File: src/rtl/mips_pkg.sv
// ---------------------------------------------------------------------------
// mips_pkg
// Shared constants for the MIPS-subset decode stage: default parameter
// values, opcode and funct encodings, the ALU control encoding and the
// control-bit bundle carried in the decode/execute (DX) register.
// ---------------------------------------------------------------------------
package mips_pkg;

    localparam int XLEN_DEFAULT = 32;
    localparam int NREG_DEFAULT = 32;
    localparam int CW_DEFAULT   = 16;

    localparam logic [5:0] OP_RTYPE = 6'd0;
    localparam logic [5:0] OP_J     = 6'd2;
    localparam logic [5:0] OP_JAL   = 6'd3;
    localparam logic [5:0] OP_BEQ   = 6'd4;
    localparam logic [5:0] OP_LW    = 6'd35;
    localparam logic [5:0] OP_SW    = 6'd43;

    localparam logic [5:0] FN_JR  = 6'd8;
    localparam logic [5:0] FN_ADD = 6'd32;
    localparam logic [5:0] FN_SUB = 6'd34;
    localparam logic [5:0] FN_AND = 6'd36;
    localparam logic [5:0] FN_OR  = 6'd37;
    localparam logic [5:0] FN_SLT = 6'd42;

    typedef enum logic [2:0] {
        ALU_ADD  = 3'd0,
        ALU_SUB  = 3'd1,
        ALU_AND  = 3'd2,
        ALU_OR   = 3'd3,
        ALU_SLT  = 3'd4,
        ALU_NONE = 3'd5
    } aluCtrl_e;

    typedef struct packed {
        logic     memtoreg;
        logic     regwrite;
        logic     memread;
        logic     memwrite;
        logic     branch;
        logic     jump;
        aluCtrl_e aluctr;
    } ctrl_t;

endpackage

File: src/rtl/reg_file_2r1w.sv
// ---------------------------------------------------------------------------
// reg_file_2r1w
// NREG x XLEN register file with two combinational read ports and one
// synchronous write port. Entry 0 always reads as zero and ignores writes.
// A read of the entry being written this cycle returns the write data.
// Storage is deliberately not reset.
//   clk               clock
//   raddrA_i/rdataA_o read port A (index, data)
//   raddrB_i/rdataB_o read port B (index, data)
//   we_i, waddr_i, wdata_i  write port
// ---------------------------------------------------------------------------
module reg_file_2r1w
    import mips_pkg::*;
#(
    parameter int XLEN = XLEN_DEFAULT,
    parameter int NREG = NREG_DEFAULT
) (
    input  logic            clk,
    input  logic [4:0]      raddrA_i,
    output logic [XLEN-1:0] rdataA_o,
    input  logic [4:0]      raddrB_i,
    output logic [XLEN-1:0] rdataB_o,
    input  logic            we_i,
    input  logic [4:0]      waddr_i,
    input  logic [XLEN-1:0] wdata_i
);

    localparam int AW = (NREG > 1) ? $clog2(NREG) : 1;

    logic [XLEN-1:0] regs [NREG];
    logic [AW-1:0]   idxA, idxB, idxW;

    // Index bits above log2(NREG) are dropped, so aliased indices wrap.
    assign idxA = raddrA_i[AW-1:0];
    assign idxB = raddrB_i[AW-1:0];
    assign idxW = waddr_i[AW-1:0];

    always_ff @(posedge clk) begin
        if (we_i && (idxW != '0)) begin
            regs[idxW] <= wdata_i;
        end
    end

    // Bypass lets the decode stage see a value being written back this cycle.
    always_comb begin
        rdataA_o = regs[idxA];
        if (idxA == '0) begin
            rdataA_o = '0;
        end else if (we_i && (idxW == idxA)) begin
            rdataA_o = wdata_i;
        end
    end

    always_comb begin
        rdataB_o = regs[idxB];
        if (idxB == '0) begin
            rdataB_o = '0;
        end else if (we_i && (idxW == idxB)) begin
            rdataB_o = wdata_i;
        end
    end

endmodule

File: src/rtl/pipe_decode_stage.sv
// ---------------------------------------------------------------------------
// pipe_decode_stage
// Instruction decode stage of a 5-stage MIPS-subset pipeline. Decodes if_ir,
// reads operands from the register file, detects load-use hazards and loads
// the DX pipeline register one cycle after acceptance.
//   clk, rst                      clock, async active-high reset
//   if_valid, if_pc, if_ir        incoming instruction
//   id_ready                      instruction accepted this cycle
//   ex_stall, flush               downstream hold / discard
//   wb_we, wb_rd, wb_data         register writeback
//   dx_*                          DX register contents
//   illegal                       one-cycle pulse for undefined encodings
//   hz_count                      saturating load-use stall counter
// ---------------------------------------------------------------------------
module pipe_decode_stage
    import mips_pkg::*;
#(
    parameter int XLEN = XLEN_DEFAULT,
    parameter int NREG = NREG_DEFAULT,
    parameter int CW   = CW_DEFAULT
) (
    input  logic            clk,
    input  logic            rst,
    input  logic            if_valid,
    input  logic [XLEN-1:0] if_pc,
    input  logic [31:0]     if_ir,
    output logic            id_ready,
    input  logic            ex_stall,
    input  logic            flush,
    input  logic            wb_we,
    input  logic [4:0]      wb_rd,
    input  logic [XLEN-1:0] wb_data,
    output logic            dx_valid,
    output logic            dx_memtoreg,
    output logic            dx_regwrite,
    output logic            dx_memread,
    output logic            dx_memwrite,
    output logic            dx_branch,
    output logic            dx_jump,
    output logic [2:0]      dx_aluctr,
    output logic [XLEN-1:0] dx_a,
    output logic [XLEN-1:0] dx_b,
    output logic [XLEN-1:0] dx_imm,
    output logic [XLEN-1:0] dx_pc,
    output logic [XLEN-1:0] dx_jt,
    output logic [4:0]      dx_rd,
    output logic [4:0]      dx_rt,
    output logic            illegal,
    output logic [CW-1:0]   hz_count
);

    typedef struct packed {
        logic            valid;
        ctrl_t           ctrl;
        logic [XLEN-1:0] a;
        logic [XLEN-1:0] b;
        logic [XLEN-1:0] imm;
        logic [XLEN-1:0] pc;
        logic [XLEN-1:0] jt;
        logic [4:0]      rd;
        logic [4:0]      rt;
    } dx_t;

    localparam logic [XLEN-1:0] PC_STEP  = XLEN'(4);
    localparam logic [4:0]      LINK_REG = 5'(NREG - 1);

    logic [5:0]      opcode, funct;
    logic [4:0]      rsIdx, rtIdx, rdIdx;
    logic [XLEN-1:0] rsVal, rtVal, simm, jumpTarget;
    dx_t             decoded, dx_d, dx_q;
    logic            legal, usesRt, loadUse;
    logic            illegal_d, illegal_q;
    logic [CW-1:0]   hzCount_d, hzCount_q;

    assign opcode = if_ir[31:26];
    assign rsIdx  = if_ir[25:21];
    assign rtIdx  = if_ir[20:16];
    assign rdIdx  = if_ir[15:11];
    assign funct  = if_ir[5:0];
    assign simm   = {{(XLEN-16){if_ir[15]}}, if_ir[15:0]};

    reg_file_2r1w #(.XLEN(XLEN), .NREG(NREG)) u_regFile (
        .clk      (clk),
        .raddrA_i (rsIdx),
        .rdataA_o (rsVal),
        .raddrB_i (rtIdx),
        .rdataB_o (rtVal),
        .we_i     (wb_we),
        .waddr_i  (wb_rd),
        .wdata_i  (wb_data)
    );

    // Pseudo-direct jump target; bits between the PC region and the 28-bit
    // field stay zero when XLEN is wider than 32.
    always_comb begin
        jumpTarget                  = '0;
        jumpTarget[XLEN-1:XLEN-4]   = if_pc[XLEN-1:XLEN-4];
        jumpTarget[27:0]            = {if_ir[25:0], 2'b00};
    end

    // Instruction decode. Fields not used by an instruction stay zero so a
    // decoded DX entry is fully determined by the instruction.
    always_comb begin
        decoded       = '0;
        decoded.valid = 1'b1;
        decoded.a     = rsVal;
        decoded.b     = rtVal;
        decoded.imm   = simm;
        decoded.pc    = if_pc;
        decoded.rt    = rtIdx;
        legal         = 1'b1;
        usesRt        = 1'b0;
        case (opcode)
            OP_RTYPE: begin
                usesRt                   = 1'b1;
                decoded.ctrl.regwrite    = 1'b1;
                decoded.rd               = rdIdx;
                case (funct)
                    FN_ADD: decoded.ctrl.aluctr = ALU_ADD;
                    FN_SUB: decoded.ctrl.aluctr = ALU_SUB;
                    FN_AND: decoded.ctrl.aluctr = ALU_AND;
                    FN_OR:  decoded.ctrl.aluctr = ALU_OR;
                    FN_SLT: decoded.ctrl.aluctr = ALU_SLT;
                    FN_JR: begin
                        decoded.ctrl.regwrite = 1'b0;
                        decoded.rd            = '0;
                        decoded.ctrl.jump     = 1'b1;
                        decoded.ctrl.aluctr   = ALU_NONE;
                        decoded.jt            = rsVal;
                    end
                    default: legal = 1'b0;
                endcase
            end
            OP_LW: begin
                decoded.ctrl.memread  = 1'b1;
                decoded.ctrl.memtoreg = 1'b1;
                decoded.ctrl.regwrite = 1'b1;
                decoded.ctrl.aluctr   = ALU_ADD;
                decoded.b             = simm;
                decoded.rd            = rtIdx;
            end
            OP_SW: begin
                usesRt                = 1'b1;
                decoded.ctrl.memwrite = 1'b1;
                decoded.ctrl.aluctr   = ALU_ADD;
                decoded.b             = simm;
            end
            OP_BEQ: begin
                usesRt                = 1'b1;
                decoded.ctrl.branch   = 1'b1;
                decoded.ctrl.aluctr   = ALU_NONE;
            end
            OP_J: begin
                decoded.ctrl.jump     = 1'b1;
                decoded.ctrl.aluctr   = ALU_NONE;
                decoded.jt            = jumpTarget;
            end
            OP_JAL: begin
                // Link value travels down the pipe as pc+4 through the ALU;
                // the register itself is written only at writeback.
                decoded.ctrl.jump     = 1'b1;
                decoded.ctrl.regwrite = 1'b1;
                decoded.ctrl.aluctr   = ALU_ADD;
                decoded.rd            = LINK_REG;
                decoded.a             = if_pc + PC_STEP;
                decoded.b             = '0;
                decoded.jt            = jumpTarget;
            end
            default: legal = 1'b0;
        endcase
    end

    // A load in DX cannot forward its data yet, so a dependent instruction
    // must wait one cycle.
    assign loadUse = if_valid && dx_q.valid && dx_q.ctrl.memread &&
                     (dx_q.rd != 5'd0) &&
                     ((dx_q.rd == rsIdx) || (usesRt && (dx_q.rd == rtIdx)));

    assign id_ready = flush || (!ex_stall && !loadUse);

    // DX update priority: flush, then downstream stall, then hazard bubble,
    // then normal decode (bubble for no/illegal instruction).
    always_comb begin
        dx_d      = dx_q;
        illegal_d = 1'b0;
        hzCount_d = hzCount_q;
        if (flush) begin
            dx_d = '0;
        end else if (ex_stall) begin
            dx_d = dx_q;
        end else if (loadUse) begin
            dx_d = '0;
            if (hzCount_q != '1) begin
                hzCount_d = hzCount_q + 1'b1;
            end
        end else if (if_valid && legal) begin
            dx_d = decoded;
        end else begin
            dx_d      = '0;
            illegal_d = if_valid;
        end
    end

    always_ff @(posedge clk or posedge rst) begin
        if (rst) begin
            dx_q      <= '0;
            illegal_q <= 1'b0;
            hzCount_q <= '0;
        end else begin
            dx_q      <= dx_d;
            illegal_q <= illegal_d;
            hzCount_q <= hzCount_d;
        end
    end

    assign dx_valid    = dx_q.valid;
    assign dx_memtoreg = dx_q.ctrl.memtoreg;
    assign dx_regwrite = dx_q.ctrl.regwrite;
    assign dx_memread  = dx_q.ctrl.memread;
    assign dx_memwrite = dx_q.ctrl.memwrite;
    assign dx_branch   = dx_q.ctrl.branch;
    assign dx_jump     = dx_q.ctrl.jump;
    assign dx_aluctr   = dx_q.ctrl.aluctr;
    assign dx_a        = dx_q.a;
    assign dx_b        = dx_q.b;
    assign dx_imm      = dx_q.imm;
    assign dx_pc       = dx_q.pc;
    assign dx_jt       = dx_q.jt;
    assign dx_rd       = dx_q.rd;
    assign dx_rt       = dx_q.rt;
    assign illegal     = illegal_q;
    assign hz_count    = hzCount_q;

endmodule

File: config.mk
export PLATFORM = sky130hd
export DESIGN_NAME = pipe_decode_stage
export DESIGN_NICKNAME = d
export VERILOG_FILES = /design/src/rtl/mips_pkg.sv /design/src/rtl/reg_file_2r1w.sv /design/src/rtl/pipe_decode_stage.sv
export SDC_FILE = /design/constraint.sdc
export NUM_CORES = 2
export LEC_CHECK = 0
export CAP_MARGIN = 15
export CORE_MARGIN = 2
export CORE_UTILIZATION = 45
export CTS_CLUSTER_DIAMETER = 30
export DETAILED_ROUTE_END_ITERATION = 8
export PLACE_DENSITY_LB_ADDON = 0.08
export SLEW_MARGIN = 20
export SYNTH_ARGS = -nofsm -noshare
export SYNTH_HDL_FRONTEND = slang
export SYNTH_SLANG_ARGS = --single-unit
File: constraint.sdc
create_clock -name clk -period 6.8 [get_ports clk]
set_clock_uncertainty 0.05 [all_clocks]
set_input_delay 1.36 -clock clk [delete_from_list [all_inputs] [get_ports clk]]
set_output_delay 1.36 -clock clk [all_outputs]
set_load 0.02 [all_outputs]
* Word level (Yosys, flattened, before mapping)
Memory sizes are Yosys's and may differ from the RTL's.
Index checks and enable logic that the tools add are counted.
** Storage, ports and cells
- Memories :: 1
- Register bits after elaboration :: 197
- RAM bits :: 1024
- Logic and storage cells :: 97
- Bits in read-only memories :: 0
- Bits of input ports :: 107
- Latch bits :: 0
- Output and inout port bits :: 198
** Memories
- u_regFile.regs :: words 32, width 32, read ports 2, clocked after memory_dff 0, wr ports 1, RTL line reg_file_2r1w.sv:30 : logic [XLEN-1:0] regs [NREG];
** Cells by class
- Equal/unequal tests :: 17
- $mul :: 0
- Magnitude comparators :: 0
- Reduce and logical (&&, ||, !) cells :: 27
- Bitwise operators :: 2
- Muxes and demuxes :: 31
- $add $sub $neg :: 2
- Div/mod/pow operators :: 0
- Shift-type cells :: 0
** Operators by type and width (count)
- $mux 180 :: 4
- $mux 32 :: 5
- $pmux 32 s2 :: 2
- $eq 6x6->1 const B :: 7
- $mux 37 :: 1
- $add 32x3->32 const B :: 1
- $eq 5x5->1 :: 4
- $add 16x1->16 const B :: 1
- $ne 16x16->1 const B :: 1
- $pmux 3 s5 :: 1
- $pmux 5 s3 :: 1
- $mux 1 :: 13
- $eq 6x2->1 const B :: 2
- $logic_and 1x1->1 :: 10
- $logic_not 5->1 :: 2
- $reduce_bool 5->1 :: 2
- $reduce_or 2->1 :: 4
- $eq 6x3->1 const B :: 1
- $eq 6x4->1 const B :: 1
- $logic_not 6->1 :: 1
- $pmux 1 s2 :: 3
- $pmux 3 s2 :: 1
- $reduce_or 6->1 :: 1
- $reduce_or 5->1 :: 1
- 6 further kinds :: 9

* Longest topological paths before layout
- Depth after elaboration :: 10
- Mapped depth :: 12
- Depth with buffers taken out :: 7

* Cells and area by module
From an unflattened synthesis, not the netlist that was laid out.
** Second synthesis, totals
- Cell total of the unflattened synthesis :: 3349
- Area total of the unflattened synthesis :: 56461.7 sq um
** By module, submodules not included
- reg_file_2r1w :: seq. area each 30749.5 sq um, area an instance 47869.7 sq um, cells an instance 2520, instances 1
- pipe_decode_stage :: seq. area each 4504.3 sq um, area an instance 8592.0 sq um, cells an instance 829, instances 1

* Worst setup path after synthesis
Ideal clock, no wire load.
- Path type :: in2reg
- From :: input if_ir[21]
- To :: register dx_q, in the netlist dx_a[3]
- Library setup time :: 0.133 ns
- Buffers on the path :: 4
- Stages on the path :: 9
- Arrival :: 3.825 ns
- Data required time :: 6.617 ns
- Slack :: 2.791 ns
- Cells stage by stage :: buf_2 > buf_2 > buf_1 > buf_2 > mux4_2 > a221oi_1 > a31oi_1 > a221oi_1 > o21ai_0
** Between the ends
- Longest elaborated chain between the ends :: 9
- Elaborated cells on any way between the ends :: 14
- Those cells by class :: 2 x eq/ne; 7 x mux; 4 x reduce/logical; 1 x memory
** RTL lines
- start: declaration :: RTL line pipe_decode_stage.sv:26 : input logic [31:0] if_ir,
- parallel branches: the longest is 6 deep, another holds $mem_v2 32x32
- $mux 180 (*) :: RTL line pipe_decode_stage.sv:191 : end else if (loadUse) begin
- $mux 180 (*) :: RTL line pipe_decode_stage.sv:189 : end else if (ex_stall) begin
- $mux 180 (*) :: RTL line pipe_decode_stage.sv:187 : if (flush) begin
- end signal: assignment :: RTL line pipe_decode_stage.sv:206 : dx_q <= '0;
- end signal: assignment :: RTL line pipe_decode_stage.sv:210 : dx_q <= dx_d;
- end: declaration :: RTL line pipe_decode_stage.sv:70 : dx_t decoded, dx_d, dx_q;
Every way passes the cells marked *. The select of a mux whose other input is x is not followed.
A chain may end at the register's enable or synchronous reset.

* Final worst setup path
- From :: input if_ir[27]
- To :: output id_ready
** Between the ends
- Longest elaborated chain between the ends :: 9
- Elaborated cells on any way between the ends :: 11
- Those cells by class :: 2 x eq/ne; 1 x mux; 8 x reduce/logical
** RTL lines
- $eq 6x3->1 (tied with other cells) :: RTL line pipe_decode_stage.sv:113 : case (opcode)
- $reduce_or 3->1 (no line) (*)
- $mux 1 (*) :: RTL line pipe_decode_stage.sv:113
- $logic_and 1x1->1 (*) :: RTL line pipe_decode_stage.sv:177 : ((dx_q.rd == rsIdx) || (usesRt && (dx_q.rd == rtIdx)));
- $logic_or 1x1->1 (*) :: RTL line pipe_decode_stage.sv:177
- $logic_and 1x1->1 (*) :: RTL line pipe_decode_stage.sv:176 : (dx_q.rd != 5'd0) &&
- $logic_not 1->1 (*) :: RTL line pipe_decode_stage.sv:179 : assign id_ready = flush || (!ex_stall && !loadUse);
- $logic_and 1x1->1 (*) :: RTL line pipe_decode_stage.sv:179
- $logic_or 1x1->1 (*) :: RTL line pipe_decode_stage.sv:179
- end: declaration :: RTL line pipe_decode_stage.sv:27 : output logic id_ready,
Mark *: on every way between the ends. The rest lies on a longest branch, timed or not.

==> results.sh <==
export IMPL_worstPathRequired_ns=5.39
export IMPL_cts_buffer_depth=4
export IMPL_vias=38200
export IMPL_root_buffer="clkbuf_16"
export IMPL_ant_nets=0
export IMPL_hold_viol=0
export IMPL_drive_gt1_share_pct=28.8
export IMPL_worst_path_most_repeated_cell="clkdlybuf4s50_1"
export IMPL_maxSlewHeadroom_pct=19.3
export IMPL_arrival_ns=3.63
export IMPL_netlist_area_um2=56400
export IMPL_start_util_pct=45.5
export IMPL_post_dp_cell_area_um2=62000
export IMPL_postCtsSetupBuffers=0
export IMPL_switching_share_pct=22.3
export IMPL_grt_ovfl_total=0
export IMPL_post_place_ws_ns=1.63
export IMPL_cp_cell_sequence="clkdlybuf4s50_1 -> or2_2 -> o32ai_1 -> nand4b_1 -> nand2_1 -> o21bai_1 -> clkdlybuf4s50_1"
export IMPL_clock_sinks=1204
export IMPL_gp_congestion=0.868
export IMPL_numPortBuffers=304
export IMPL_utilization_pct=57.7
export IMPL_fin_hold_ws_ns=0.434
export IMPL_synth_edff_count=1024
export IMPL_internal_power_mw=18.1
export IMPL_wirelength_mm=203
export IMPL_p_comb_share_pct=6.6
export IMPL_crit_slowest_cell="clkdlybuf4s50_1"
export IMPL_grt_usage_pct=31.5
export IMPL_grt_max_degree=132
export IMPL_worst_pin_slew_ns=1.21
export IMPL_critical_path_max_fanout=8
export IMPL_dr_pass1_iters=6
export IMPL_syn2layout_area_growth_pct=26.8
export IMPL_cap_viol_max_count=0
export IMPL_yosysSeqAreaShare_pct=62.5
export IMPL_synth_seq_cells=1204
export IMPL_clock_power_share_pct=58.2
export IMPL_hp_class="flop to flop"
export IMPL_setup_violations=0
export IMPL_nFillCells=9452
export IMPL_setup_tns_ns=0
export IMPL_p_sw_mw=5.17
export IMPL_die_y_um=358
export IMPL_core_region_area_um2=124000
export IMPL_p_per_area_nw_per_um2=325
export IMPL_cts_repair_resized=0
export IMPL_maxSlewViolCount=0
export IMPL_timing_fmax_mhz=198
export IMPL_tritoncts="yes"
export IMPL_yosysUniqueCellTypes=72
export IMPL_period_needed_ns=5.04
export IMPL_post_drt_wl_per_cell_um=35.7
export IMPL_nNetsFinal=3943
export IMPL_async_flop_share_pct=15.0
export IMPL_rsz0062_at_grt="false"
export IMPL_cts_htree_levels=5
export IMPL_crit_path_end_kind="output port"
export IMPL_io_pins=305
export IMPL_period_share_pct=74.1
export IMPL_grt_pass1_vias=38500
export IMPL_cts_buffers=287
export IMPL_detailed_place_hpwl_mm=126
export IMPL_ys_warn_count=0
export IMPL_finalWorstSetupSlack_ns=1.76
export IMPL_grt_antenna_before_repair=12
export IMPL_routed_via_density=6.71
export IMPL_outcome="completed"
export IMPL_slowest_delay_ns=0.55
export IMPL_cts_hold_fix_buffers=0
export IMPL_crit_family="buffers and inverters"
export IMPL_synth_ff_type="edfxtp_1"
export IMPL_ir_worst_vdd_mv=0.292
export IMPL_grt_pass1_wl_mm=284
export IMPL_syn_avg_cell_area_um2=16.8
export IMPL_p_seq_share_pct=35.2
export IMPL_first_iter_violations=5456
export IMPL_die_w_um=358
export IMPL_drc_errors=0
export IMPL_p_leak_nw=25.0
export IMPL_fin_area_um2=71600
export IMPL_clk_latency_ns=0.90
export IMPL_clk_pin_slew_worst_paths_ns=0.04
export IMPL_netlist_instances=3360
export IMPL_fp_dieArea_um2=128000
export IMPL_path_buf_inv=2
export IMPL_cp_start_kind="input port"
export IMPL_critPathKind="input port to output port"
export IMPL_row_count=129
[logic make-up (layout without fill, tap and decap cells)]
family | count (synthesis) | count (layout) | synth area share [%]
other | 1 | 34 | 0.00664
AO/OA/AOI/OAI | 569 | 569 | 7.80
flip-flops | 1204 | 1204 | 62.5
AND/OR/NAND/NOR | 463 | 463 | 4.06
adder cells (fa/ha/maj) | 2 | 2 | 0.0443
multiplexers | 749 | 749 | 22.3
buffers and inverters | 309 | 965 | 2.34
XOR/XNOR | 63 | 63 | 0.978
[tightest hold or removal path: cells and delay by family (launching register included)]
family / cells / cell delay (ns)
flip-flops: 1 / 0.33
AND/OR/NAND/NOR: 1 / 0.05
AO/OA/AOI/OAI: 1 / 0.06
[layout make-up]
cell class	instances	area [um^2]	area share [%]
inverters	8	37.5	0.0524
clock buffers	345	7770	10.9
flip-flops and latches	1204	35300	49.3
clock inverters	157	1780	2.48
multi-input cells	1878	20300	28.4
repair buffers	455	4370	6.10
well taps	1637	2050	2.86
diodes	2	5.00	0.00699
[sequential cells by signal (all words and copies together), names as in the netlist, 3 cells and up]
register / cells
dx_rt: 5
dx_aluctr: 3
dx_a: 32
dx_b: 32
hz_count: 16
dx_pc: 32
dx_jt: 32
dx_imm: 16
dx_rd: 5
u_regFile.regs: 1024
[through the flow]
stage	power [mW]	instances
after global routing	23.8	5684
after detailed placement	9.81	5182
after floorplan	9.13	3391
final	23.2	5686
after global placement	9.78	5176
after CTS	23.3	5684
[final timing paths]
| kind | startpoint | slack [ns] | to | depth (start not counted) |
|---|---|---|---|---|
| worst max-delay path | if_ir[27] | 1.76 | id_ready | 7 |
| worst min-delay path | dx_branch | 0.43 | dx_branch | 2 |
| worst max register to register | dx_rd[1] | 3.87 | dx_a[6] | 7 |
| worst min register to register | dx_branch | 0.43 | dx_branch | 2 |
| max in group asynchronous | rst | 4.29 | dx_rt[2] | 3 |
| min in group asynchronous | rst | 1.09 | dx_a[19] | 2 |
[power by group through the flow]
stage / registers (mW) / clock network (mW) / logic, mW
3_3_place_gp: 8.30 / 0 / 1.48
4_1_cts: 8.19 / 13.6 / 1.51
6_report: 8.19 / 13.5 / 1.53
5_1_grt: 8.19 / 14.1 / 1.59
3_5_place_dp: 8.31 / 0 / 1.50
2_1_floorplan: 8.31 / 0 / 0.825
[synthesized netlist by cell type (12+ instances only)]
master | number | area share (%)
buf_4 | 19 | 0.25
o22a_1 | 16 | 0.25
nand4_1 | 46 | 0.51
edfxtp_1 | 1024 | 54
xnor2_1 | 46 | 0.71
and3_1 | 15 | 0.17
xor2_1 | 17 | 0.26
o211ai_1 | 13 | 0.17
a22o_1 | 58 | 0.90
buf_2 | 60 | 0.53
nand3_1 | 61 | 0.54
dfrtp_1 | 180 | 8.0
nor2_1 | 81 | 0.54
o21ai_1 | 13 | 0.12
a211oi_1 | 12 | 0.16
nor2b_1 | 12 | 0.13
a32o_1 | 23 | 0.41
o221ai_1 | 87 | 1.4
o22ai_1 | 14 | 0.16
mux4_2 | 398 | 16
clkbuf_1 | 171 | 1.1
nand2_1 | 162 | 1.1
a32oi_1 | 13 | 0.20
nor3_1 | 19 | 0.17
a22oi_1 | 42 | 0.56
a221oi_1 | 95 | 1.5
nand2b_1 | 12 | 0.13
a21oi_1 | 67 | 0.59
mux2i_1 | 260 | 4.6
buf_1 | 48 | 0.32
mux2_2 | 91 | 1.8
o21ai_0 | 40 | 0.35
o31ai_1 | 12 | 0.16
[metal layers]
| layer | wire length, um | global-route usage (%) |
|---|---|---|
| met2 | 91700 | 47.8 |
| met5 | 20 | 0 |
| met1 | 80800 | 44.1 |
| met3 | 24100 | 8.49 |
| met4 | 6350 | 10.6 |
[cells in the final DEF, fill, tap and decap left out, types with 48 or more instances in the layout]
cell                n
clkbuf_16         300
mux2i_1           260
nand3_1            60
nor2_1             49
a22o_1             58
a21oi_1            67
edfxtp_1         1024
o221ai_1           87
mux4_2            398
nand2_1           162
dfrtp_1           180
clkdlybuf4s50_1   293
a221oi_1           95
buf_4             139
mux2_2             91
clkinv_2           48
(Power assumes the default switching activity.)
